**config.mk**
```make
export PLATFORM = sky130hd
export DESIGN_NAME = fetch_unit
export DESIGN_NICKNAME = d
export VERILOG_FILES = /design/src/rtl/fetch_pkg.sv /design/src/rtl/branch_target_calc.sv /design/src/rtl/fetch_unit.sv
export SDC_FILE = /design/constraint.sdc
export NUM_CORES = 1
export LEC_CHECK = 0
export ABC_AREA = 1
export CAP_MARGIN = 20
export CORE_ASPECT_RATIO = 2
export CORE_UTILIZATION = 42
export CTS_CLUSTER_DIAMETER = 80
export CTS_CLUSTER_SIZE = 16
export DETAILED_ROUTE_END_ITERATION = 7
export PLACE_DENSITY = 0.8
export SYNTH_ARGS = -nofsm -noshare
export SYNTH_HDL_FRONTEND = slang
export SYNTH_SLANG_ARGS = --single-unit
```
**constraint.sdc**
```tcl
create_clock -name clk -period 2.6 [get_ports clk]
set_clock_uncertainty 0.2 [all_clocks]
set_input_delay 0.39 -clock clk [delete_from_list [all_inputs] [get_ports clk]]
set_output_delay 0.39 -clock clk [all_outputs]
set_load 0.005 [all_outputs]
```
**src/rtl/fetch_pkg.sv**
```systemverilog
// Shared types and default sizes for the fetch stage and its helpers.
package fetch_pkg;

   localparam int DEF_ADDR_W   = 8;
   localparam int DEF_INSTR_W  = 32;
   localparam int DEF_PC_AHEAD = 2;
   localparam int OFFSET_W     = 24;

   typedef enum logic {
      BOOT = 1'b0,
      RUN  = 1'b1
   } fetch_state_e;

endpackage

```
**src/rtl/branch_target_calc.sv**
```systemverilog
// Branch target adder: pc + PC_AHEAD + offset, wrapping modulo 2**ADDR_W.
module branch_target_calc
   import fetch_pkg::*;
#(
   parameter int ADDR_W   = DEF_ADDR_W,
   parameter int PC_AHEAD = DEF_PC_AHEAD
) (
   input  logic [ADDR_W-1:0]   pc,
   input  logic [OFFSET_W-1:0] offset,
   output logic [ADDR_W-1:0]   target
);

   // Offset bits above the PC width cannot affect a wrapped word address.
   logic unused_offset_hi;
   assign unused_offset_hi = ^offset[OFFSET_W-1:ADDR_W];

   assign target = pc + ADDR_W'(PC_AHEAD) + offset[ADDR_W-1:0];

endmodule

```
**src/rtl/fetch_unit.sv**
```systemverilog
// Instruction fetch stage: owns the PC, addresses a 1-cycle-latency ROM and
// hands one instruction per cycle to decode, with stall and branch redirect.
module fetch_unit
   import fetch_pkg::*;
#(
   parameter int ADDR_W   = DEF_ADDR_W,
   parameter int INSTR_W  = DEF_INSTR_W,
   parameter int PC_AHEAD = DEF_PC_AHEAD
) (
   input  logic                clk,
   input  logic                rst,
   input  logic                stall_i,
   input  logic                branch_taken_i,
   input  logic [OFFSET_W-1:0] branch_offset_i,
   output logic [ADDR_W-1:0]   rom_addr_o,
   input  logic [INSTR_W-1:0]  rom_data_i,
   output logic [INSTR_W-1:0]  instr_o,
   output logic [ADDR_W-1:0]   pc_o,
   output logic                valid_o
);

   fetch_state_e       state_reg;
   logic [ADDR_W-1:0]  fpc_reg;
   logic [ADDR_W-1:0]  pc_reg;
   logic [INSTR_W-1:0] instr_reg;
   logic               valid_reg;

   logic [ADDR_W-1:0]  target;
   logic [ADDR_W-1:0]  fpc_inc;
   logic               load_en;
   logic               redirect;

   branch_target_calc #(
      .ADDR_W   (ADDR_W),
      .PC_AHEAD (PC_AHEAD)
   ) u_target (
      .pc     (pc_reg),
      .offset (branch_offset_i),
      .target (target)
   );

   always_comb begin
      fpc_inc  = fpc_reg + ADDR_W'(1);
      load_en  = (state_reg == RUN) && (!valid_reg || !stall_i);
      redirect = valid_reg && branch_taken_i;
      // While stalled the current fetch address is re-read so rom_data_i stays put.
      if (rst || state_reg == BOOT) begin
         rom_addr_o = '0;
      end else if (redirect) begin
         rom_addr_o = target;
      end else if (load_en) begin
         rom_addr_o = fpc_inc;
      end else begin
         rom_addr_o = fpc_reg;
      end
   end

   always_ff @(posedge clk) begin
      if (rst) begin
         state_reg <= BOOT;
         fpc_reg   <= '0;
         pc_reg    <= '0;
         instr_reg <= '0;
         valid_reg <= 1'b0;
      end else begin
         state_reg <= RUN;
         if (redirect) begin
            // Data already on rom_data_i is the wrong path; drop it as a bubble.
            fpc_reg   <= target;
            valid_reg <= 1'b0;
         end else if (load_en) begin
            instr_reg <= rom_data_i;
            pc_reg    <= fpc_reg;
            valid_reg <= 1'b1;
            fpc_reg   <= fpc_inc;
         end
      end
   end

   assign instr_o = instr_reg;
   assign pc_o    = pc_reg;
   assign valid_o = valid_reg;

endmodule

```
==> summary by stage, run 1 <==
Run status
The flow ran to the end, but the final reports show violations. The checks that failed: setup timing.

Setup path
The worst register-to-register path has a depth of 11. The worst endpoint data arrival time is 2210 ps. In this run the critical register-to-register path is captured at fpc_reg[4]$_SDFF_PP0_. The worst flop-to-flop path startpoint is pc_o[2]$_SDFFE_PP0P_. The critical path's slowest cell is sky130_fd_sc_hd__fa_2.

The critical path buffer and inverter count is 3. The endpoint kind of the worst setup timing path is an output pin. Data on the critical path is required at its endpoint by 2010 ps. The peak fanout along the critical path is 3.

The signal on the critical path passes through inv_2, ha_4, inv_2, ha_4, fa_2, nand2_2, nand2_2, nand3_1, nand2_1, nand2_1, nand3_2, a21oi_2, buf_2. The biggest cell delay along the critical path is 360 ps. The flop-to-flop setup slack is 380 ps. The kind of cell with the highest combined delay along the critical path is adder cells. The element type at the critical path start is a flip-flop.

The type of the worst setup path is reg2out.

Clock network
The clock latency on the worst-skew pair is 290 ps. The hold buffer count at CTS is 0. The maximum level of the CTS H-tree is 2. No sink is reached through more buffers than the 2 on the longest clock path.

TritonCTS built the clock tree. After clock tree synthesis, the clock-pin slew on the worst setup and hold paths is 70 ps. The number of buffers inserted during clock tree synthesis is 5. The tree is rooted in a sky130_fd_sc_hd__clkbuf_16. CTS saw 50 sinks.

Yosys
The count of synthesis-stage warnings from yosys is 0. The synthesized area divided by synthesized cell count is 7.56 um2. The number of nets in the synthesized netlist is 399. The cell type with the highest aggregate area in the netlist is sky130_fd_sc_hd__dfxtp_1. Counting flops and latches in the post-synthesis netlist gives 50.

The synthesized design contains 0 enable-type register cells. The synthesized area is 2450 um2. After synthesis, the share of flip-flops with an asynchronous set or reset is 0%. The netlist uses 31 different library cells. The share of the synthesized area in the top cell type is 40.9%. Ranked by total cell area, the synthesized netlist is headed by sky130_fd_sc_hd__dfxtp_1 (41%), sky130_fd_sc_hd__nand3_1 (11%), sky130_fd_sc_hd__a21oi_1 (11%). Among all flip-flop cells after synthesis, the most frequent one is sky130_fd_sc_hd__dfxtp_1.

Synthesis produced a netlist whose cell count is 324. Of the synthesized area, sequential elements account for 40.9%.

Finish
After the last flow step, the layout net total stands at 502. The register with the most flip-flops in the layout has 32 of them. In the layout the commonest cells are sky130_fd_sc_hd__clkdlybuf4s50_1 (78), sky130_fd_sc_hd__nand2_1 (67), sky130_fd_sc_hd__nand3_1 (51). Leaving out fill and tap cells, the most frequent cell in the layout is sky130_fd_sc_hd__clkdlybuf4s50_1.

After routing the design area is 3820 um2. The fraction of final layout cells sized beyond drive strength 1 is 17.5%. The multi-input combinational cells in the finished layout cover a total of 1400 um2. Fill cells in the final layout number 477. The number of diodes added for antenna fixing is 0. The flip-flop and latch area is 1000 um2. The area overhead of the layout relative to synthesis is 55.8%.

Floorplanning
In this run the vertical extent of the chip is 110 um. The area enclosed by the die boundary is 6160 um2. In this run the horizontal extent of the chip is 56.0 um. For this configuration, the core starts out at a cell density of 43.3%. The row count is 39. The total I/O pin count is 109.

The placeable core area is 5660 um2.

Timing
The routed design could run at a clock period as short as 2800 ps. The number of failing hold endpoints at the final stage is 0. For this run, the top clock speed supported by timing is 357 MHz. The final max-slew violation count was 0.

Setup violations remaining at the end of the flow were counted as 5. Setup repair after global routing could not meet its margin everywhere. Dividing the final minimum period by the clock period gives 108%. The slew at the pin with the worst max-slew slack is 518 ps.

The setup TNS after final layout is -681 ps. The final worst-path setup slack is -200 ps. In this run the tightest slew margin relative to its limit is 65.5%.

Power and ir drop
The analysis attributes to cell leakage a power of 1.57 nW. The highest ir drop seen on vdd is 0.563 mV. The total internal power is 1.46 mW. The switching power summed over all nets is 0.523 mW.

In this run switching power makes up 26.4% of total power. The overall power after layout is 1.98 mW. Per report_power, the clock group accounts for 35.5% of the total.

Power spread over the standard cell area amounts to 519 nW/um2. Of the total power, combinational logic draws 21.8%. Per report_power, the sequential group accounts for 42.8% of the total.

Place
Once detailed placement completed, the half-perimeter wirelength came to 5.03 mm. The placer congestion estimate is 0.821. The total cell area at the placement stage is 3490 um2. The count of input and output buffers is 92.

GRT
The total overflow left after global routing is 0. The first global-routing pass estimated 11.4 mm of wire. The initial antenna violation count is 0.

Entering global routing, the biggest net connects 47 pins. The global-route usage over all layers is 23.6%. The number of global-route vias before repair was 2628.

Route
The pre-antenna-repair detailed-routing pass consisted of 4 iterations. After detailed routing, the total wire length is 7.18 mm. Using the TritonRoute via totals, the vias-per-cell ratio works out to 5.24. Detailed routing inserted a total of 2564 vias. The number of DRC violations after detailed routing is 0.

The initial DRC count is 58. After detailed routing, the met2 layer carries 4.09 mm of wire. The remaining antenna violation count after routing is 0.

The wire length on met3 is 259 um. Dividing the detail-routed wire length by the instance count gives 14.7 um. The highest routing layer actually used is met4. After detailed routing, the wire length on met1 is 2.52 mm.

Worst hold path
In this run the most critical hold path is launched from instr_o[22]$_SDFFE_PP0P_. Along the worst hold path, the cell count comes to 2. The worst hold path terminates at instr_o[22]$_SDFFE_PP0P_. The path class of the tightest hold or removal check is reg2reg.

Run
The tool flagged a number of max-cap violations equal to 0.
-- worst max-delay path by stage --
| stage | cells past startpoint | slack, ps | end | from |
|---|---|---|---|---|
| after floorplan | 11 | 120 | rom_addr_o[5] | branch_offset_i[1] |
| after global placement | 13 | -940 | rom_addr_o[5] | branch_offset_i[1] |
| after detailed placement | 14 | -930 | rom_addr_o[7] | branch_offset_i[1] |
| after CTS | 12 | -230 | rom_addr_o[5] | pc_o[1]$_SDFFE_PP0P_ |
| after global routing | 13 | -320 | rom_addr_o[7] | pc_o[1]$_SDFFE_PP0P_ |
| final | 13 | -200 | rom_addr_o[7] | pc_o[1]$_SDFFE_PP0P_ |
-- power by group through the flow --
| stage | Clock [mW] | Combinational [mW] | Sequential (mW) |
|---|---|---|---|
| after floorplan | 0 | 0.189 | 0.863 |
| after global placement | 0 | 0.390 | 0.861 |
| after detailed placement | 0 | 0.400 | 0.862 |
| after CTS | 0.718 | 0.427 | 0.847 |
| after global routing | 0.749 | 0.469 | 0.854 |
| final | 0.702 | 0.431 | 0.847 |
-- repair_timing --
item                                    4_1_cts  5_1_grt
setup buffers                                 2        1
pin swaps                                    17        5
cloned                                        0        0
resized for setup                            56        5
endpoints found under the setup margin        7        7
endpoints found under the hold margin         0        0
-- worst register-to-register path: cells and delay by family, from the launching register on --
family          cells  cell delay (ps)
simple gates        3              260
buf+inv             3              400
fa+ha+maj           2              500
compound gates      3              420
flops               1              370
-- metal layers --
metal / vias to the layer above / global-route usage [%]
li1: 1274 / -
met1: 1193 / 22.0
met2: 72 / 45.8
met3: 25 / 3.27
met4: 0 / 16.7
met5: - / 0
-- area by class of cell --
type                    count  area share (%)
flip-flops and latches     50            26.3
clock buffers               7            4.00
well taps                  61            2.00
inverters                  29            2.98
repair buffers            114            27.9
multi-input cells         227            36.6
clock inverters             1           0.229
-- cell families (layout without fill, tap and decap cells) --
| logic type | count (synthesis) | in the layout | share of synthesized area [%] |
|---|---|---|---|
| buffers and inverters | 47 | 151 | 9.19 |
| DFF | 50 | 50 | 40.9 |
| xor gates and xnor gates | 3 | 3 | 1.07 |
| AOI/OAI and AO/OA | 61 | 61 | 13.1 |
| adders and majority gates | 15 | 15 | 7.97 |
| and+or+nand+nor | 148 | 148 | 27.8 |
-- stage by stage --
| stage | hold WS (ps) | util [%] | setup WS (ps) | std cells |
|---|---|---|---|---|
| final | 262 | 67.4 | -200 | 489 |
| after global routing | 281 | 67.4 | -316 | 489 |
| after CTS | 261 | 67.0 | -229 | 488 |
| after detailed placement | 252 | 61.6 | -930 | 478 |
| after global placement | 247 | 61.6 | -936 | 478 |
| after floorplan | 256 | - | 116 | 324 |
-- synth_stat cells, types with 2 or more instances --
master                     number
sky130_fd_sc_hd__clkbuf_1       5
sky130_fd_sc_hd__nor2_2         2
sky130_fd_sc_hd__or2_2          2
sky130_fd_sc_hd__inv_2          2
sky130_fd_sc_hd__inv_1         26
sky130_fd_sc_hd__nand3_1       54
sky130_fd_sc_hd__nand2_1       69
sky130_fd_sc_hd__o21ai_0        5
sky130_fd_sc_hd__o21ai_1        2
sky130_fd_sc_hd__a21oi_1       53
sky130_fd_sc_hd__buf_4          5
sky130_fd_sc_hd__nor2_1        10
sky130_fd_sc_hd__buf_1          3
sky130_fd_sc_hd__ha_1          14
sky130_fd_sc_hd__xor2_1         2
sky130_fd_sc_hd__and2_1         2
sky130_fd_sc_hd__buf_2          3
sky130_fd_sc_hd__nand2_4        3
sky130_fd_sc_hd__dfxtp_1       50
No activity file was read; power rests on OpenSTA's default activity.
==> run 2: changes to the inputs <==
--- a/config.mk
+++ b/config.mk
@@ -6,13 +6,14 @@
 export NUM_CORES = 1
 export LEC_CHECK = 0
 export ABC_AREA = 1
-export CAP_MARGIN = 20
 export CORE_ASPECT_RATIO = 2
 export CORE_UTILIZATION = 42
 export CTS_CLUSTER_DIAMETER = 80
 export CTS_CLUSTER_SIZE = 16
 export DETAILED_ROUTE_END_ITERATION = 7
+export GPL_TIMING_DRIVEN = 0
 export PLACE_DENSITY = 0.8
+export SETUP_SLACK_MARGIN = 0.02
 export SYNTH_ARGS = -nofsm -noshare
 export SYNTH_HDL_FRONTEND = slang
 export SYNTH_SLANG_ARGS = --single-unit
==> run 2 against run 1 <==
  * The flow still finishes with violations (setup timing)
  * Routed wire length shrank 0.88%
  * Critical endpoint is now rom_addr_o[5]
  * Clock power shrank 4.4%
  * Count of clock-buffer cells in the layout is the same
  * Via count shrank 1.4%
  * Critical path type unchanged
  * Highest routed layer unchanged
  * Power shrank 1.8%
  * Die area is the same
  * Register-to-register slack gained 40 ps
  * Fmax shrank 2.7%
==> summary by stage, run 2 (synthesized netlist as in run 1, its figures left out) <==
Route
The number of iterations in the first detailed-routing pass is 4 (unchanged). The total detailed-routing wirelength is 7.11 mm (-0.88%). The number of DRC violations after detailed routing is 0 (unchanged).

The routed length per instance is 14.5 um (-1.3%). The via-per-instance ratio is 5.15 (-1.8%). The remaining antenna violation count after routing was 0 (unchanged). The initial DRC count is 111 (+91%). The total number of vias is 2529 (-1.4%).

Timing
Setup repair after global routing could not meet its margin everywhere. The final worst-path setup slack came to -278 ps (-78.1 ps). The final max-slew violation count was 0 (unchanged). The number of failing hold endpoints at the final stage is 0 (unchanged). The slew at the pin with the worst max-slew slack came to 471 ps (-46.8 ps). The maximum achievable frequency is 347 MHz (-2.7%). The number of failing setup endpoints in the final timing report was 5 (unchanged). The minimum period implied by the final worst setup slack is 2880 ps (+78.1 ps). The relative slew slack is 68.6% (+3.1 points). The post-route fraction of the period consumed by the critical path is 111% (+3.0 points).

Run status
The final reports fail on setup timing. The run finished, with violations left.

Setup path
The critical path goes through inv_2, ha_4, inv_2, ha_4, fa_2, nand2_4, nand2_4, nand3_2, nand2_1, or2_4, a21oi_2, buf_2. The peak fanout along the critical path is 3 (unchanged). The type of the worst setup path is reg2out. The endpoint kind of the worst setup timing path is an output pin.

The worst endpoint data arrival time was 2290 ps (+80 ps). The required time reported for the critical path endpoint came to 2010 ps (about the same). The depth of the most critical reg-to-reg path is 10 (-1). The critical path's slowest cell is sky130_fd_sc_hd__fa_2. STA classifies the critical path startpoint as a flip-flop. The biggest cell delay along the critical path is 410 ps (+50 ps).

Clock network
The maximum level of the CTS H-tree came to 2 (unchanged). The clock sink count came to 50 (unchanged). The maximum count of clock buffers along a single path is 2 (unchanged). The cell at the root of the clock tree is sky130_fd_sc_hd__clkbuf_16. The clock latency on the worst-skew pair is 300 ps (about the same). The CTS clock-pin slew for the worst setup and hold paths was 70 ps (about the same). The number of buffers inserted during clock tree synthesis is 5 (unchanged). The CTS tree is done.

GRT
The final global-route overflow total was 0 (unchanged). The global-route usage over all layers is 23.4% (-0.20 points). The first-pass GRT wire length is 11.1 mm (-2.8%). The met3 routing resource usage after global routing is 4.08% (+0.82 points). The met1 usage in global routing is 22.4% (+0.41 points). The most used routing layer is met2. The pin count of the biggest net entering global routing came to 15 (-68%). The initial antenna violation count was 0 (unchanged). The global-route met2 utilization is 44.8% (-1.0 points). The number of global-route vias before repair is 2464 (-6.2%).

Power and ir drop
The part of the power in the clock network is 34.5% (-1.0 points). The power density over the cells is 515 nW/um2 (-0.76%). The switching power summed over all nets is 0.519 mW (-0.69%).

The sequential cell fraction of total power was 43.6% (+0.8 points). The leakage power figure is 1.55 nW (-1.5%). The highest ir drop seen on vdd is 0.522 mV (-7.3%). The total internal power came to 1.43 mW (-2.2%).

The combinational power share is 21.9% (about the same). The switching fraction of total power is 26.7% (+0.30 points).

Finish
The fraction of the core area covered by cells at the end of the flow is 66.7% (-0.71 points). The final instance area is 3780 um2 (-1.0%). The net count reported at finish is 504 (+0.40%).

The number of diodes added for antenna fixing came to 0 (unchanged). The most frequent standard cell in the layout excluding fill and tap cells is sky130_fd_sc_hd__clkdlybuf4s50_1. The fraction of final layout cells sized beyond drive strength 1 was 16.0% (-1.5 points). The number of flip-flops in the largest register is 32 (unchanged). The library cells used most frequently in the layout, excluding fill and tap cells, are sky130_fd_sc_hd__clkdlybuf4s50_1 (78), sky130_fd_sc_hd__nand2_1 (67), sky130_fd_sc_hd__a21oi_1 (50). The area overhead of the layout relative to synthesis is 54.2%.

Floorplanning
The y dimension of the die is 110 um (unchanged). The placeable core area was 5660 um2 (unchanged). The area enclosed by the die boundary came to 6160 um2 (unchanged). The row count is 39 (unchanged).

The width of the chip is 56.0 um (unchanged). The total I/O pin count is 109 (unchanged). The effective utilization at floorplan came to 43.3% (unchanged).

Worst hold path
The number of cells on the worst hold path is 2 (unchanged). The path type of the worst min-delay path is reg2reg.

Place
The count of input and output buffers is 92 (unchanged). The total cell area at the placement stage came to 3450 um2 (-1.2%). The placer congestion estimate came to 0.833 (+1.5%).

The placed wire-length estimate is 5.30 mm (+5.4%).

Run
The number of max-cap violations is 0 (unchanged).
run 2: layout make-up:
class	instances	area, um2
Buffer	18	121
Clock buffer	7	143
Clock inverter	1	5.00
Fill cell	509	1880
Inverter	29	111
Multi-Input combinational cell	227	1380
Sequential cell	50	1010
Tap cell	61	76.3
Timing Repair Buffer	98	931
run 2: stage by stage:
stage	worst slack, ps	setup TNS, ps	hold WS [ps]	cells	power (mW)
finish	-278	-850	256	491	1.94
detailed placement	-1030	-5880	252	477	1.26
CTS	-280	-735	260	489	1.95
floorplan	116	0	256	324	1.05
global route	-371	-1380	279	491	2.03
global placement	-973	-5470	246	477	1.25
run 2: power by group through the flow:
stage	Clock [mW]	Combinational, mW	Sequential [mW]
finish	0.671	0.427	0.847
global route	0.712	0.466	0.853
CTS	0.681	0.422	0.847
detailed placement	0	0.392	0.863
global placement	0	0.385	0.862
floorplan	0	0.189	0.863
run 2: metal layers:
metal / vias up / share of wire, %
li1: 1281 / -
met1: 1159 / 35
met2: 69 / 57
met3: 20 / 3.5
met4: 0 / 4.4
met5: - / 0
run 2: timing repair:
| action | in CTS | in global routing |
|---|---|---|
| pin swaps | 23 | 5 |
| setup buffers | 4 | 2 |
| hold buffers | 0 | 0 |
| resized for setup | 61 | 4 |
| setup endpoints to repair | 8 | 6 |
run 2: worst paths after layout:
check	from	end	slack, ps
setup / recovery	pc_o[1]$_SDFFE_PP0P_	rom_addr_o[5]	-280
hold / removal	instr_o[10]$_SDFFE_PP0P_	instr_o[10]$_SDFFE_PP0P_	260
setup reg to reg	pc_o[1]$_SDFFE_PP0P_	fpc_reg[3]$_SDFF_PP0_	420
hold reg to reg	instr_o[10]$_SDFFE_PP0P_	instr_o[10]$_SDFFE_PP0P_	260
run 2: critical path: cells and delay by family (launching register included):
family / cells / cell delay, ps
and+or+nand+nor: 5 / 500
adders and majority gates: 3 / 810
DFF: 1 / 330
AOI/OAI and AO/OA: 1 / 130
buffers and inverters: 3 / 220
==> run 3: changes to the inputs <==
--- a/config.mk
+++ b/config.mk
@@ -13,7 +13,7 @@
 export DETAILED_ROUTE_END_ITERATION = 7
 export GPL_TIMING_DRIVEN = 0
 export PLACE_DENSITY = 0.8
-export SETUP_SLACK_MARGIN = 0.02
+export SETUP_SLACK_MARGIN = 0.2
 export SYNTH_ARGS = -nofsm -noshare
 export SYNTH_HDL_FRONTEND = slang
 export SYNTH_SLANG_ARGS = --single-unit
==> run 3 against run 2 <==
  * The run still ends with setup timing left
  * Count of clock-buffer cells in the layout is 1 lower
  * Combinational power is 4% higher
  * Power is 4.5% higher
==> summary by stage, run 3 (synthesized netlist as in run 1, its figures left out) <==
Run status
The checks that failed: setup timing. The flow ran to the end, but the final reports show violations.

Finish
Leaving out fill and tap cells, the most frequent cell in the layout is sky130_fd_sc_hd__clkdlybuf4s50_1. The fraction of final layout cells sized beyond drive strength 1 was 19.9% (+3.8 points). The library cells used most frequently in the layout, excluding fill and tap cells, are sky130_fd_sc_hd__clkdlybuf4s50_1 (79), sky130_fd_sc_hd__nand2_1 (65), sky130_fd_sc_hd__a21oi_1 (50). The number of flip-flops in the largest register is 32 (unchanged). Compared with the post-synthesis result, the final layout area differs by 59.8%. The number of diodes added for antenna fixing is 0 (unchanged). The fill cell total of the finished layout is 480 (-5.7%). The net count reported at finish is 513 (+1.8%).

Route
The total number of vias is 2589 (+2.4%). The total detailed-routing wirelength is 7.10 mm (-0.20%). The via-per-instance ratio is 5.19 (+0.73%). The number of iterations in the first detailed-routing pass was 4 (unchanged). The initial DRC count came to 95 (-14%). The remaining antenna violation count after routing is 0 (unchanged). The routed length per instance is 14.2 um (-1.8%). The number of DRC violations after detailed routing was 0 (unchanged).

Clock network
The hold buffer count at CTS came to 0 (unchanged). The maximum count of clock buffers along a single path is 2 (unchanged). The number of buffers inserted during clock tree synthesis came to 5 (unchanged).

The clock sink count is 50 (unchanged). The CTS clock-pin slew for the worst setup and hold paths is 60 ps (about the same). The maximum level of the CTS H-tree is 2 (unchanged). The CTS tree is done. The cell at the root of the clock tree is sky130_fd_sc_hd__clkbuf_16.

The clock latency on the worst-skew pair was 290 ps (about the same).

Floorplanning
The effective utilization at floorplan is 43.3% (unchanged). The y dimension of the die was 110 um (unchanged). The area enclosed by the die boundary is 6160 um2 (unchanged). The width of the chip was 56.0 um (unchanged). The total I/O pin count is 109 (unchanged).

The placeable core area is 5660 um2 (unchanged). The row count is 39 (unchanged).

Place
The placer congestion estimate is 0.850 (+2.1%). The placed wire-length estimate is 5.24 mm (-1.1%). The count of input and output buffers came to 92 (unchanged).

Timing
The slew at the pin with the worst max-slew slack is 499 ps (+28.2 ps). The relative slew slack was 66.7% (-1.9 points). The number of failing setup endpoints in the final timing report was 5 (unchanged). The final worst-path setup slack was -231 ps (+46.4 ps). Setup repair after global routing could not meet its margin everywhere. The post-route fraction of the period consumed by the critical path is 109% (-1.8 points).

The maximum achievable frequency is 353 MHz (+1.6%). The final max-slew violation count was 0 (unchanged). The final hold slack was 261 ps (+4.92 ps). The minimum period implied by the final worst setup slack is 2830 ps (-46.4 ps). The number of failing hold endpoints at the final stage is 0 (unchanged).

Setup path
The critical path is of the reg2out type. The critical path's slowest cell is sky130_fd_sc_hd__fa_2. The required time reported for the critical path endpoint is 2010 ps (about the same). The signal on the critical path passes through inv_2, ha_4, inv_2, ha_4, fa_2, nand2_2, nand2_4, nand3_2, nand2_1, or2_1, a21oi_2, buf_2. The endpoint kind of the worst setup timing path is an output pin. The worst endpoint data arrival time is 2240 ps (-50 ps). The element type at the critical path start is a flip-flop.

The cell family with the largest share of critical-path delay is adder cells. The critical path buffer and inverter count was 3 (unchanged). The biggest cell delay along the critical path came to 370 ps (-40 ps).

The peak fanout along the critical path was 3 (unchanged).

Power and ir drop
The total internal power is 1.53 mW (+7.3%). The switching fraction of total power is 24.7% (-2.0 points). The highest ir drop seen on vdd was 0.599 mV (+15%). The leakage power figure is 1.57 nW (+1.7%). The sequential cell fraction of total power came to 41.6% (-2.0 points). The power density over the cells is 519 nW/um2 (+0.84%).

The combinational power share is 21.8% (about the same). The switching power summed over all nets is 0.503 mW (-3.2%). The part of the power in the clock network is 36.6% (+2.1 points). The overall power after layout is 2.03 mW (+4.5%).

GRT
The number of global-route vias before repair is 2593 (+5.2%). The initial antenna violation count is 0 (unchanged). The global-route usage over all layers came to 23.6% (+0.23 points).

The final global-route overflow total is 0 (unchanged). The first-pass GRT wire length came to 11.5 mm (+3.4%). The pin count of the biggest net entering global routing is 15 (unchanged).

Worst hold path
The min-delay analysis places its worst path in the category reg2reg.

Run
The number of max-cap violations is 0 (unchanged).
[run 3: cell types whose count changed in the layout (fill, tap and decap cells not counted), moves of 2 or more]
cell                            before  now
sky130_fd_sc_hd__ha_4                7   11
sky130_fd_sc_hd__dlygate4sd2_1       8    4
sky130_fd_sc_hd__buf_4              10   20
sky130_fd_sc_hd__ha_1                6    2
sky130_fd_sc_hd__nand2_2             1    4
sky130_fd_sc_hd__nand2_1            67   65
[run 3: metal layers]
| layer | GRT usage, % | wire length [um] | vias to the layer above |
|---|---|---|---|
| li1 | - | - | 1295 |
| met1 | 23.3 | 2510 | 1197 |
| met2 | 44.9 | 3990 | 72 |
| met3 | 3.62 | 262 | 25 |
| met4 | 15.2 | 337 | 0 |
| met5 | 0 | 0 | - |
[run 3: path summary, 6_finish.rpt]
check	start	to	slack, ps	cells after the start
max reg2reg	pc_o[2]$_SDFFE_PP0P_	fpc_reg[4]$_SDFF_PP0_	80	15
min reg2reg	instr_o[11]$_SDFFE_PP0P_	instr_o[11]$_SDFFE_PP0P_	260	2
min	instr_o[11]$_SDFFE_PP0P_	instr_o[11]$_SDFFE_PP0P_	260	2
max	pc_o[1]$_SDFFE_PP0P_	rom_addr_o[5]	-230	12
[run 3: layout make-up]
cell class / instances / area [um2] / share of cell area [%]
plain buffers: 18 / 114 / 2.91
clock buffers: 6 / 139 / 3.55
clock inverters: 1 / 30.0 / 0.767
inverters: 29 / 116 / 2.97
multi-input cells: 227 / 1440 / 36.7
flip-flops and latches: 50 / 1010 / 25.8
well taps: 61 / 76.3 / 1.95
repair buffers: 107 / 993 / 25.4
[run 3: through the flow]
step | area (um2) | setup slack, ps | instances | utilization (%) | TNS (ps)
after floorplan | 2480 | 202 | 324 | - | 0
after global placement | 3480 | -918 | 477 | 61.5 | -5110
after detailed placement | 3480 | -938 | 477 | 61.5 | -5280
after CTS | 3860 | -249 | 498 | 68.3 | -813
after global routing | 3920 | -328 | 499 | 69.2 | -1150
final | 3920 | -231 | 499 | 69.2 | -634
[run 3: power groups by stage]
| stage | clock [mW] | combinational, mW | sequential [mW] |
|---|---|---|---|
| floorplan | 0 | 0.195 | 0.863 |
| global placement | 0 | 0.390 | 0.861 |
| detailed placement | 0 | 0.398 | 0.863 |
| CTS | 0.756 | 0.437 | 0.847 |
| global route | 0.787 | 0.488 | 0.853 |
| finish | 0.743 | 0.443 | 0.846 |
[run 3: tightest hold or removal path: stages (launching register included)]
cell and delay [ps]:
sky130_fd_sc_hd__dfxtp_1 310, sky130_fd_sc_hd__nand2_1 60, sky130_fd_sc_hd__a21oi_1 50
[run 3: what timing repair did]
action | 4_1_cts | 5_1_grt
pin swaps | 25 | 8
endpoints found under the setup margin | 8 | 9
gates resized for setup | 60 | 10
setup buffers | 14 | 1
